[src/rtl/load_store_unit_pkg.sv]
// load_store_unit_pkg: opcodes, FSM state encoding and decode helper for the load/store unit
package load_store_unit_pkg;

    localparam logic [5:0] OPCODE_LW = 6'h23;
    localparam logic [5:0] OPCODE_SW = 6'h2b;

    typedef enum logic [1:0] {IDLE, REQ, RESP} lsu_state_t;

    function automatic logic is_mem(input logic [5:0] op);
        return op == OPCODE_LW || op == OPCODE_SW;
    endfunction

endpackage

[src/rtl/lsu_timeout.sv]
// lsu_timeout: load-clear cycle counter that flags expiry at TIMEOUT-1
module lsu_timeout #(
    parameter int TIMEOUT = 16,
    parameter int CNT_W   = 5
) (
    input  logic clk,
    input  logic reset,
    input  logic en,
    output logic expired
);

    logic [CNT_W-1:0] cnt;

    assign expired = cnt == CNT_W'(TIMEOUT - 1);

    // count while enabled, otherwise hold at zero so every request starts fresh
    always_ff @(posedge clk or posedge reset)
        if (reset) cnt <= '0;
        else cnt <= en ? cnt + 1'b1 : '0;

endmodule

[src/rtl/load_store_unit.sv]
// load_store_unit: multi-cycle LW/SW stage driving a req/ack word bus with timeout and misalign detection
module load_store_unit
    import load_store_unit_pkg::*;
#(
    parameter int TIMEOUT = 16,
    parameter int CNT_W   = 5
) (
    input  logic        clk,
    input  logic        reset,
    input  logic        start,
    input  logic [5:0]  opcode,
    input  logic [31:0] addr,
    input  logic [31:0] wdata,
    input  logic [4:0]  rt,
    output logic        busy,
    output logic        mem_req,
    output logic        mem_we,
    output logic [31:0] mem_addr,
    output logic [31:0] mem_wdata,
    input  logic        mem_ack,
    input  logic [31:0] mem_rdata,
    output logic        done,
    output logic        wb_en,
    output logic [4:0]  wb_reg,
    output logic [31:0] wb_data,
    output logic        misalign,
    output logic        bus_err
);

    lsu_state_t state;
    logic [4:0] rt_q;
    logic       expired;

    assign busy = state == REQ;

    lsu_timeout #(.TIMEOUT(TIMEOUT), .CNT_W(CNT_W)) u_timeout (
        .clk     (clk),
        .reset   (reset),
        .en      (state == REQ),
        .expired (expired)
    );

    // access FSM; RESP accepts a new start exactly like IDLE for back-to-back accesses
    always_ff @(posedge clk or posedge reset) begin
        if (reset) begin
            state     <= IDLE;
            rt_q      <= '0;
            mem_req   <= 1'b0;
            mem_we    <= 1'b0;
            mem_addr  <= '0;
            mem_wdata <= '0;
            done      <= 1'b0;
            wb_en     <= 1'b0;
            wb_reg    <= '0;
            wb_data   <= '0;
            misalign  <= 1'b0;
            bus_err   <= 1'b0;
        end else begin
            done     <= 1'b0;
            wb_en    <= 1'b0;
            misalign <= 1'b0;
            bus_err  <= 1'b0;
            case (state)
                REQ: begin
                    if (mem_ack) begin
                        state   <= RESP;
                        mem_req <= 1'b0;
                        done    <= 1'b1;
                        wb_en   <= ~mem_we;
                        wb_reg  <= rt_q;
                        wb_data <= mem_rdata;
                    end else if (expired) begin
                        state   <= IDLE;
                        mem_req <= 1'b0;
                        bus_err <= 1'b1;
                    end
                end
                default: begin
                    state <= IDLE;
                    if (start && is_mem(opcode)) begin
                        if (addr[1:0] == 2'b00) begin
                            state     <= REQ;
                            mem_req   <= 1'b1;
                            mem_we    <= opcode == OPCODE_SW;
                            mem_addr  <= addr;
                            mem_wdata <= wdata;
                            rt_q      <= rt;
                        end else begin
                            misalign <= 1'b1;
                        end
                    end
                end
            endcase
        end
    end

endmodule

[config.mk]
export PLATFORM = sky130hd
export DESIGN_NAME = load_store_unit
export DESIGN_NICKNAME = d
export VERILOG_FILES = /design/src/rtl/load_store_unit_pkg.sv /design/src/rtl/lsu_timeout.sv /design/src/rtl/load_store_unit.sv
export SDC_FILE = /design/constraint.sdc
export NUM_CORES = 1
export LEC_CHECK = 0
export CAP_MARGIN = 20
export CORE_ASPECT_RATIO = 0.6
export CORE_MARGIN = 4
export CORE_UTILIZATION = 31
export DETAILED_ROUTE_END_ITERATION = 8
export PLACE_DENSITY_LB_ADDON = 0.3
export REMOVE_ABC_BUFFERS = 1
export SYNTH_ARGS = -nofsm -noshare
export SYNTH_HDL_FRONTEND = slang
export SYNTH_SLANG_ARGS = --single-unit
[constraint.sdc]
create_clock -name clk -period 5.2 [get_ports clk]
set_clock_uncertainty 0.2 [all_clocks]
set_input_delay 0.52 -clock clk [delete_from_list [all_inputs] [get_ports clk]]
set_output_delay 0.52 -clock clk [all_outputs]
set_load 0.01 [all_outputs]
# After elaboration in Yosys (flattened, before gate mapping)
# Index checks and enable logic that the tools add are counted.
# totals
elab_cells	50
latchBits	0
ramBits	0
romBits	0
n_memories	0
out_inout_bits	108
regBits	119
inputBits	111
# op_classes
shifts	0
muxes	21
n_mul	0
n_addsub	1
n_eq_ne	5
bitwise_logic	2
div	0
magnitude_cmp	0
reduce_logical	8
# op_table
cell	count
$mux W1	17
$eq A6 B6 Y1 const B	2
$mux W2	3
$reduce_and A3 Y1	2
$add A5 B1 Y5 const B	1
$eq A5 B4 Y1 const B	1
$mux W5	1
$reduce_bool A2 Y1	2
$ne A3 B3 Y1 const B	1
$eq A2 B1 Y1 const B	1
$logic_not A2 Y1	1
$not A1 Y1	2
$reduce_and A2 Y1	1
$logic_and A1 B1 Y1	1
$logic_or A1 B1 Y1	1

# Depth between registers and ports, before layout
# logic_depth
word_depth	5
depth_mapped	7
depth_no_buf	5

# Modules after synthesis
# From an unflattened synthesis, not the netlist that was laid out.
# unflattened
cells_unflattened	269
hier_area_um2	4814.6
# by_module_without_submodules
module	n_inst	seq_area_each_um2	area_per_inst_um2	cells_per_inst
load_store_unit	1	2852.7	4590.7	250
lsu_timeout	1	125.1	224.0	19

# Least setup slack after synthesis
# No wires, ideal clock.
# synth_timing
path_type	input -> register
startpoint	input port opcode[4]
endpoint	register mem_addr[10]
stages	5
setup_time_ns	0.125
t_arrival_ns	1.591
slack_ns	3.284
n_path_buf	2
required_ns	4.875
path_cell_list	and4bb_1 > and4_4 > buf_12 > buf_12 > mux2_4
# synth_via
elab_chain_len	4
word_cells_on_any_way	5
classes_between	eq/ne: 2; reduce/logical: 3
# synth_rtl
element	line_no	rtl
start, declared	load_store_unit.sv:11	input logic [5:0] opcode,
$eq A6 B6 Y1	load_store_unit_pkg.sv:10	return op == OPCODE_LW || op == OPCODE_SW;
$logic_or A1 B1 Y1 *	load_store_unit_pkg.sv:10	
$logic_and A1 B1 Y1 *	load_store_unit.sv:80	if (start && is_mem(opcode)) begin
$reduce_and A3 Y1 (no source line) *	-	
end signal, assigned	load_store_unit.sv:85	mem_addr <= addr;
end, declared	load_store_unit.sv:18	output logic [31:0] mem_addr,
# Every way passes the cells marked *; elsewhere a longest branch is shown, timed or not.
# A chain may end at the register's enable or synchronous reset.

# Worst setup path after layout
# layout_timing
startpoint	input port opcode[2]
endpoint	register mem_wdata[26]
# layout_via
elab_chain_len	4
word_cells_on_any_way	5
classes_between	eq/ne: 2; reduce/logical: 3
# layout_rtl
element	line_no	rtl
$eq A6 B6 Y1	load_store_unit_pkg.sv:10	
$logic_or A1 B1 Y1 *	load_store_unit_pkg.sv:10	
$logic_and A1 B1 Y1 *	load_store_unit.sv:80	
$reduce_and A3 Y1 (no source line) *	-	
end signal, assigned	load_store_unit.sv:86	mem_wdata <= wdata;
end, declared	load_store_unit.sv:19	output logic [31:0] mem_wdata,
# Marks and branches as above.

==> impl_metrics.tcl <==
set metrics [dict create \
    status "complete, no violations" \
    seqPwrFrac 0.397 \
    ys_warn_count 0 \
    dp.cells 675 \
    ys_ff_latch 119 \
    viasPerCell 4.28 \
    drtPass1Iterations 4 \
    synth-xor-area-share 0.00363 \
    rows 34 \
    synthAdderAreaFrac 0.00519 \
    synth_top_family_by_area "multiplexers" \
    die_x_um 169 \
    cp.required_ns 5.27 \
    wl_per_cell_um 17.2 \
    endpoint_kind "flop" \
    grtUsageMet1 0.190 \
    setup_tns_ns 0 \
    antenna_cells 0 \
    detail-route-antenna-nets 0 \
    synthesis.area_sq_um 4820 \
    worstSkewPairLatency_ns 0.40 \
    worst_path_max_delay_cell "and4_4" \
    cts_buffers 17 \
    yosys.area_share.simple 0.0270 \
    grt.total_usage 0.139 \
    route.detailed.drc 0 \
    synth_top_cell_by_area "dfrtp_1" \
    grt_first_pass_wirelength_mm 19.1 \
    p_switching_w 0.000594 \
    busiest_layer "met1" \
    ios 219 \
    hold_path.class "reg2reg" \
    post_cts_resized 0 \
    slew_headroom 0.368 \
    clkSlewWorstSetupHoldPaths_ns 0.05 \
    mostFrequentLayoutCell "clkdlybuf4s50_1" \
    postLayoutCellArea_sq_um 7670 \
    drv_slew 0 \
    avgSynthCellArea_sq_um 18.0 \
    swShare 0.223 \
    ctsHoldBuffers 0 \
    cp.arrival_ns 2.69 \
    finalHoldViolCount 0 \
    maxCapViolCount 0 \
    routed_wl_mm 12.1 \
    fin_crit_sh 0.504 \
    preCtsSetupSlack_ns 2.15 \
    place_area_sq_um 7070 \
    setup_ws_ns 2.58 \
    synthTopCellsByArea "dfrtp_1, mux2_4, mux2_1, buf_12, mux2_2" \
    yosys.area.top_type_share 0.618 \
    dr_total_vias 3022 \
    leakagePower_nw 3.46 \
    crit_path_max_incr_delay_ns 0.69 \
    dp_hpwl_mm 8.77 \
    synth_mux_area_frac 0.297 \
    ys_seq_area_frac 0.618 \
    p_clk_frac 0.448 \
    mostFrequentLayoutCells "clkdlybuf4s50_1, dfrtp_1, mux2_4" \
    htreeDepth 4 \
    p_int_w 0.00207 \
    grt_pass1_vias 3400 \
    min_period_ns 2.62 \
    syn_inst 268 \
    grtUsageMet3 0.0747 \
    path_cells "clkdlybuf4s50_1 > and4bb_1 > and4_4 > buf_4 > mux2_4" \
    die_h_um 105 \
    start_util 0.325 \
    antenna_found_initial 0 \
    crit_family "simple AND/OR/NAND/NOR gates" \
    power_density_nw_per_um2 347 \
    cts_tree "built" \
    die_area_sq_um 17700 \
    area_growth_pct 59.2 \
    grtUsageMet2 0.190 \
    instances_no_fill 706 \
    worstMarginPinSlew_ns 0.948 \
    grt_max_degree 77 \
    cp-start-kind "input pin" \
    power_w 0.00266 \
    cts_sinks 119 \
    ir_drop_mv 0.159 \
    clockBufferDepth 2 \
    grt_setup_unrepaired "no" \
    crit_type "in2reg" \
    cts-root-buf "clkbuf_16" \
    synth_cell_types 26 \
    grt_overflow_total 0 \
    synth-compound-area-share 0.00260 \
    drive_gt1_frac 0.226 \
    core_area_sq_um 14800 \
    post_cts_buffers 0 \
    setup_viol 0 \
    reg_top3 "mem_addr: 32 flops, mem_wdata: 32 flops, wb_data: 32 flops" \
    worstPathMaxFanout 35 \
    final_nets 609 \
    port-buffer-count 218 \
    pwr-share-comb 0.155 \
    fillers 1244 \
    critical_path_buf_inv_count 2 \
    initialDrtViolationCount 112 \
    place_congestion 0.780 \
    fmax_ghz 0.382 \
]
## power groups by stage
stage	Sequential [W]	Clock (W)	Combinational, W
global placement	0.00107	0	0.000414
CTS	0.00106	0.00123	0.000421
finish	0.00106	0.00119	0.000412
global route	0.00107	0.00127	0.000439
floorplan	0.00110	0	0.000105
detailed placement	0.00107	0	0.000419
## metal layers
metal / part of all wire / routed length (um)
met4: 0.0072 / 87
met2: 0.41 / 4960
met1: 0.47 / 5710
met3: 0.11 / 1360
met5: 0 / 0
## area by class of cell
cell class              instances  area (sq um)  area share
clock buffers                  20           457      0.0595
inverters                       5          23.8     0.00310
repair buffers                221          2200       0.287
flip-flops and latches        119          2980       0.388
clock inverters                11           149      0.0194
multi-input cells             132          1620       0.210
well taps                     198           248      0.0323
## metrics by stage
| stage | hold WS [ns] | utilization |
|---|---|---|
| finish | 0.270 | 0.517 |
| global route | 0.280 | 0.517 |
| floorplan | 0.232 | - |
| global placement | 0.243 | 0.476 |
| detailed placement | 0.270 | 0.476 |
| CTS | 0.277 | 0.517 |
## kinds of logic after synthesis
kind of cell,count (synthesis)
xor+xnor,2
fa+ha+maj,2
mux,105
flops,119
simple gates,21
compound gates,2
buf+inv,17
## final timing paths
check / endpoint / cells past startpoint / slack [ns] / from
setup / recovery: mem_wdata[26] / 5 / 2.58 / opcode[2]
hold / removal: u_timeout.cnt[0] / 1 / 0.27 / u_timeout.cnt[0]
setup reg to reg: mem_wdata[26] / 4 / 2.86 / state[0]
hold reg to reg: u_timeout.cnt[0] / 1 / 0.27 / u_timeout.cnt[0]
max in group asynchronous: mem_wdata[28] / 3 / 3.16 / reset
min in group asynchronous: wb_data[1] / 2 / 0.48 / reset
## synthesized netlist by cell type
master,number
and4_4,1
nor2_1,7
inv_2,1
mux2_1,29
nor2b_1,2
buf_6,4
nand3_1,2
inv_4,1
nor3_1,1
mux2_4,66
nand2b_4,1
or2_1,1
xnor2_1,1
dfrtp_1,119
nor3b_1,1
nand2_2,1
xor2_1,1
buf_12,8
o21ai_0,1
and4bb_1,1
and3_1,1
mux2_2,10
inv_1,3
ha_1,2
o21a_1,1
and2_1,2
Note: power is estimated with default switching activity, not from simulation.
